<file path="src/rtl/fetch_pkg.sv">
// Shared types and constants for the instruction-fetch stage.
package fetch_pkg;

  localparam int unsigned XLEN = 32;

  typedef enum logic [1:0] {
    IDLE = 2'd0,
    REQ  = 2'd1,
    WAIT = 2'd2
  } fetch_state_t;

  // addi x0,x0,0 bubble driven whenever the output buffer is empty
  localparam logic [XLEN-1:0] NOP_INSTR        = 32'h0000_0013;
  localparam logic [XLEN-1:0] RESET_PC_DEFAULT = 32'h0000_0000;

  function automatic logic [XLEN-1:0] pc_inc(input logic [XLEN-1:0] pc);
    return pc + XLEN'(4);
  endfunction

endpackage

</file>
<file path="src/rtl/fetch_unit.sv">
// Instruction fetch: owns the PC, one outstanding imem request, 1-entry output buffer.
// Optional misaligned-redirect fault via `FETCH_MISALIGN_CHECK_EN.
module fetch_unit #(
  parameter logic [31:0] RESET_PC  = fetch_pkg::RESET_PC_DEFAULT,
  parameter logic [31:0] NOP_INSTR = fetch_pkg::NOP_INSTR
) (
  input  logic                      clk,
  input  logic                      reset,
  input  logic                      ready_in,
  input  logic                      redirect_valid,
  input  logic [fetch_pkg::XLEN-1:0] redirect_pc,
  output logic                      imem_req,
  output logic [fetch_pkg::XLEN-1:0] imem_addr,
  input  logic                      imem_gnt,
  input  logic                      imem_rvalid,
  input  logic [fetch_pkg::XLEN-1:0] imem_rdata,
  output logic                      valid_out,
  output logic [fetch_pkg::XLEN-1:0] instr_out,
  output logic [fetch_pkg::XLEN-1:0] pc_out,
  output logic [fetch_pkg::XLEN-1:0] pc4_out,
  output logic                      fetch_fault_out
);
  import fetch_pkg::XLEN;
  import fetch_pkg::fetch_state_t;
  import fetch_pkg::IDLE;
  import fetch_pkg::REQ;
  import fetch_pkg::WAIT;
  import fetch_pkg::pc_inc;

  fetch_state_t    r_state, w_state_nxt;
  logic [XLEN-1:0] r_pc, w_pc_nxt;
  logic            r_drop, w_drop_nxt;
  logic            r_req, w_req_nxt;
  logic [XLEN-1:0] r_addr, w_addr_nxt;
  logic            r_valid, w_valid_nxt;
  logic [XLEN-1:0] r_instr, w_instr_nxt;
  logic [XLEN-1:0] r_pc_out, w_pc_out_nxt;
  logic [XLEN-1:0] r_pc4, w_pc4_nxt;

  logic            w_halt;
  logic            w_issue;
  logic            w_consume;
  logic [XLEN-1:0] w_redir_pc;

`ifdef FETCH_MISALIGN_CHECK_EN
  logic r_fault, w_fault_nxt;

  assign w_halt          = r_fault;
  assign w_redir_pc      = redirect_pc;
  assign fetch_fault_out = r_fault;

  always_ff @(posedge clk) begin
    if (reset) r_fault <= 1'b0;
    else       r_fault <= w_fault_nxt;
  end
`else
  assign w_halt          = 1'b0;
  assign w_redir_pc      = redirect_pc & 32'hFFFF_FFFC;
  assign fetch_fault_out = 1'b0;
`endif

  // Start a fetch only when the buffer is empty or draining this cycle.
  assign w_issue   = (r_state == IDLE) & (~r_valid | ready_in) & ~redirect_valid & ~w_halt;
  assign w_consume = r_valid & ready_in & ~w_halt;

  // State register
  always_ff @(posedge clk) begin
    if (reset) r_state <= IDLE;
    else       r_state <= w_state_nxt;
  end

  // Next-state logic
  always_comb begin
    w_state_nxt = r_state;
    case (r_state)
      IDLE:    if (w_issue)     w_state_nxt = REQ;
      REQ:     if (imem_gnt)    w_state_nxt = WAIT;
      WAIT:    if (imem_rvalid) w_state_nxt = IDLE;
      default:                  w_state_nxt = IDLE;
    endcase
  end

  // Output / datapath next values; redirect is applied last so it wins.
  always_comb begin
    w_pc_nxt     = r_pc;
    w_drop_nxt   = r_drop;
    w_addr_nxt   = r_addr;
    w_valid_nxt  = r_valid;
    w_instr_nxt  = r_instr;
    w_pc_out_nxt = r_pc_out;
    w_pc4_nxt    = r_pc4;
`ifdef FETCH_MISALIGN_CHECK_EN
    w_fault_nxt  = r_fault;
`endif
    w_req_nxt    = w_issue | ((r_state == REQ) & ~imem_gnt);

    if (w_issue) w_addr_nxt = r_pc;

    if (w_consume) begin
      w_valid_nxt = 1'b0;
      w_instr_nxt = NOP_INSTR;
    end

    if ((r_state == WAIT) && imem_rvalid) begin
      w_drop_nxt = 1'b0;
      if (!r_drop && !redirect_valid) begin
        w_instr_nxt  = imem_rdata;
        w_pc_out_nxt = r_addr;
        w_pc4_nxt    = pc_inc(r_addr);
        w_valid_nxt  = 1'b1;
        w_pc_nxt     = pc_inc(r_pc);
      end
    end

    if (redirect_valid) begin
      w_pc_nxt    = w_redir_pc;
      w_valid_nxt = 1'b0;
      w_instr_nxt = NOP_INSTR;
      // The in-flight request still completes; its response must be thrown away.
      if ((r_state == REQ) || ((r_state == WAIT) && !imem_rvalid)) w_drop_nxt = 1'b1;
`ifdef FETCH_MISALIGN_CHECK_EN
      w_fault_nxt = |redirect_pc[1:0];
      if (|redirect_pc[1:0]) begin
        w_valid_nxt  = 1'b1;
        w_pc_out_nxt = redirect_pc;
        w_pc4_nxt    = pc_inc(redirect_pc);
      end
`endif
    end
  end

  // Datapath registers
  always_ff @(posedge clk) begin
    if (reset) begin
      r_pc     <= RESET_PC;
      r_drop   <= 1'b0;
      r_req    <= 1'b0;
      r_addr   <= '0;
      r_valid  <= 1'b0;
      r_instr  <= NOP_INSTR;
      r_pc_out <= '0;
      r_pc4    <= '0;
    end else begin
      r_pc     <= w_pc_nxt;
      r_drop   <= w_drop_nxt;
      r_req    <= w_req_nxt;
      r_addr   <= w_addr_nxt;
      r_valid  <= w_valid_nxt;
      r_instr  <= w_instr_nxt;
      r_pc_out <= w_pc_out_nxt;
      r_pc4    <= w_pc4_nxt;
    end
  end

  assign imem_req  = r_req;
  assign imem_addr = r_addr;
  assign valid_out = r_valid;
  assign instr_out = r_instr;
  assign pc_out    = r_pc_out;
  assign pc4_out   = r_pc4;

endmodule

</file>
<file path="config.mk">
export PLATFORM = sky130hd
export DESIGN_NAME = fetch_unit
export DESIGN_NICKNAME = d
export VERILOG_FILES = /design/src/rtl/fetch_pkg.sv /design/src/rtl/fetch_unit.sv
export SDC_FILE = /design/constraint.sdc
export NUM_CORES = 1
export LEC_CHECK = 0
export CAP_MARGIN = 10
export CORE_MARGIN = 1.5
export CORE_UTILIZATION = 52
export DETAILED_ROUTE_END_ITERATION = 16
export MAX_ROUTING_LAYER = met4
export PLACE_DENSITY = 0.9
export SLEW_MARGIN = 0
export SYNTH_ARGS = -nofsm -noshare
export SYNTH_HDL_FRONTEND = slang
export SYNTH_SLANG_ARGS = --single-unit
</file>
<file path="constraint.sdc">
create_clock -name clk -period 2.9 [get_ports clk]
set_input_delay 0.58 -clock clk [delete_from_list [all_inputs] [get_ports clk]]
set_output_delay 0.58 -clock clk [all_outputs]
set_load 0.01 [all_outputs]
</file>
==> key figures <==
Drt
  – DR vias: about 7200
  – First-pass iteration count of the detailed router: 5
  – DRC Markers: 0
  – Antenna-violating nets left: 0
  – WL/cell: roughly 16 um
  – DRT Wirelength: 19760 um
  – Iter 0 DRT Violations: 844
  – Vias per inst: 5.908

Synth
  – Count leader, synth: nand2_1
  – Synth cell count leaders: nand2_1, dfxtp_1, a21oi_1
  – Post-synthesis instance area: 0.006968 sq mm
  – Post-synthesis async set-or-reset flop share: 0%
  – EDFF count, synth: 0
  – Most area-consuming cells after synthesis: dfxtp_1, nand2_1, a21oi_1, nand3_1, nor2_1
  – Mux cell area share after synthesis: 0%
  – XOR/XNOR Fraction of Synth Area: 2.640%
  – Synth Warn #: 0
  – Synth Instances: 867
  – Synth cell types: between 50 and 60
  – Sequential area share after synthesis: a little under half
  – Synth Area in Simple Gates: 28.37%
  – Largest family of logic cells by synthesized area: simple AND/OR/NAND/NOR gates
  – Synthesis-stage register bit count: 157
  – Compound-cell area share of the yosys netlist: ~18%
  – Synth Flop Type: dfxtp_1
  – Post-Synth Adder-Cell Area: 0.3591%
  – Largest area contributor in the netlist: dfxtp_1
  – Share of the synthesized area in the top cell type: a little under half
  – Mean Syn Cell Area: between 8 and 9 sq um

Run
  – Maxcap violations: 0

Worst hold path
  – Hold Path Class: reg -> reg

Floorplan
  – IO Count: about 200
  – Core footprint: 0.01314 sq mm
  – Initial Utilization: 53.04%
  – DIE WIDTH: 118.8 um
  – Die area: about 0.014 sq mm
  – Die Y: 118.8 um
  – Std-Cell Rows: 42

Clocking
  – H-tree levels: 4
  – CTS tree: done
  – Clk_lat worst skew: 0.42 ns
  – CTS Hold Bufs: 0
  – CTS Buf Count: 17
  – # Post-CTS Setup Buffers: 0
  – Clock Sink Count: 157
  – CTS clk-pin slew, worst paths: 0.06 ns
  – Clock Tree Buf Depth: 2
  – Cts repair resizes: 0
  – CTS root buffer: clkbuf_16

Cells and area
  – Fin cells: between 1000 and 1500
  – Fraction of layout instances using a drive strength above 1: 5.497%
  – Final nets: 1096
  – Area Growth Syn to Fin: 36.27%
  – Fillers: approximately 1000
  – Antenna fix cells: 0

Critical path
  – Req. time, crit path: approximately 2.3 ns
  – Worst Path Buf+Inv: 1
  – CP Data Arrival Time: 1.72 ns
  – Maximum fanout along the worst path: 12
  – Critical Path, Cell by Cell: clkdlybuf4s50_1
  – Type of destination of the critical path: output port
  – Setup CP Type: reg -> out
  – Critical Path Max Stage Delay: between 0.6 and 0.7 ns
  – Critical path's slowest cell: dfxtp_1
  – Top delay family on crit path: flip-flops
  – CP startpoint kind: flop

Placement
  – DP Wirelength: between 10000 and 15000 um
  – Worst slack, placed: 0.3009 ns
  – Post-Place Cells: ~1200
  – IO Port Bufs: 191
  – GP Congestion: 0.8702

STA
  – Achievable Freq: ~430 MHz
  – Fin crit share: 79.42%
  – Setup Skew: 0.006429 ns
  – Slew Limit Fails: 0
  – Worst hold margin: 0.4536 ns
  – Final hold viol count: 0
  – Slew @ Worst Pin: 0.6243 ns
  – Max-slew headroom: between 50 and 60%
  – RSZ-0062 raised after global routing: no
  – Final Setup Violations: 0
  – Min Clock Period, post-route: 2.303 ns
  – Worst setup margin: 0.5969 ns
  – Final setup TNS: 0 ns

Power and ir drop
  – Static leakage: between 0.003 and 0.004 uW
  – Power consumption: 4827 uW
  – Worst VDD drop: approximately 360 uV
  – Pwr/cell area: a little over 500 mW/mm^2

Global routing
  – Overflow after GRT: 0
  – GRT Total Usage: 28.56%
  – First-pass GRT wire length: 31860 um
  – Largest net degree at the start of global routing: ~120
  – Initial antenna violation count: 0
  – Number of global-route vias before repair: approximately 6700

Run status
  – Status: finished clean
==> worst min-delay path, cell delays in order (launching register included) <==
cell,delay [ns]
dfxtp_1,0.30
nand2_1,0.05
a21oi_1,0.05
==> per-stage QoR <==
| step | util, % | area, sq um |
|---|---|---|
| after floorplan | - | 6990 |
| after global placement | 67.97 | 8930 |
| after detailed placement | 67.97 | 8930 |
| after CTS | 72.28 | 9495 |
| after global routing | 72.28 | 9495 |
| final | 72.28 | 9495 |
==> path summary, 6_finish.rpt <==
kind / startpoint / end / slack (ns) / cells after the start
max reg2reg: imem_addr[2]$_SDFFE_PP0P_ / pc4_out[28]$_SDFFE_PP0P_ / 0.61 / 5
max: imem_addr[10]$_SDFFE_PP0P_ / imem_addr[10] / 0.60 / 1
min: pc_out[5]$_SDFFE_PP0P_ / pc_out[5]$_SDFFE_PP0P_ / 0.45 / 2
min reg2reg: pc_out[5]$_SDFFE_PP0P_ / pc_out[5]$_SDFFE_PP0P_ / 0.45 / 2
==> cells by family (layout without fill, tap and decap cells) <==
group	after synthesis	after routing
AND/OR/NAND/NOR	401	401
AO/OA/AOI/OAI	200	200
flip-flops	157	157
buffers and inverters	85	249
XOR/XNOR	21	21
adder cells (fa/ha/maj)	2	2
other	1	7
==> layer usage <==
layer  wire, um  track usage [%]  vias to the layer above  share of wire [%]
met5          0                -                        -                  0
met4        633            13.55                        0                3.2
met3       1498            5.985                       63                7.6
met2       9364            44.33                      361                 47
met1       8268            35.66                     3331                 42
li1           -                -                     3411                  -
==> placed cells by master, fill, tap and decap left out, drive strengths merged, types with 11 or more instances in the layout <==
cell type / synthesis / final
a211oi: 22 / 22
a21oi: 98 / 98
a311oi: 23 / 23
and4: 15 / 15
buf: 28 / 16
clkbuf: 46 / 24
clkdlybuf4s50: 0 / 190
dfxtp: 157 / 157
inv: 11 / 12
nand2: 180 / 180
nand3: 52 / 52
nand4: 26 / 26
nor2: 61 / 61
nor3: 11 / 11
o21ai: 22 / 22
o31ai: 14 / 14
or4: 19 / 19
xor2: 13 / 13
==> area by class of cell <==
| type | count | area [sq um] | area share [%] |
|---|---|---|---|
| Clock inverter | 8 | 83.83 | 0.8829 |
| Sequential cell | 157 | 3143 | 33.10 |
| Clock buffer | 24 | 481.7 | 5.073 |
| Multi-Input combinational cell | 631 | 3478 | 36.63 |
| Inverter | 11 | 41.29 | 0.4348 |
| Tap cell | 176 | 220.2 | 2.319 |
| Timing Repair Buffer | 206 | 2047 | 21.56 |
==> report_power, final <==
group | switching [uW] | internal (uW) | total, uW | leakage [uW]
logic | 192 | 201 | 393 | 0.00155
clock network | 865 | 1250 | 2120 | 0.000267
registers | 98.9 | 2220 | 2320 | 0.00128
total | 1160 | 3670 | 4830 | 0.00309
==> state kept, by name, indices dropped and copies added, names as in the netlist <==
name       cells
instr_out     32
r_pc          30
imem_req       1
imem_addr     30
pc4_out       30
r_drop         1
r_state        2
valid_out      1
pc_out        30
Power figures use the tool's default switching activity.
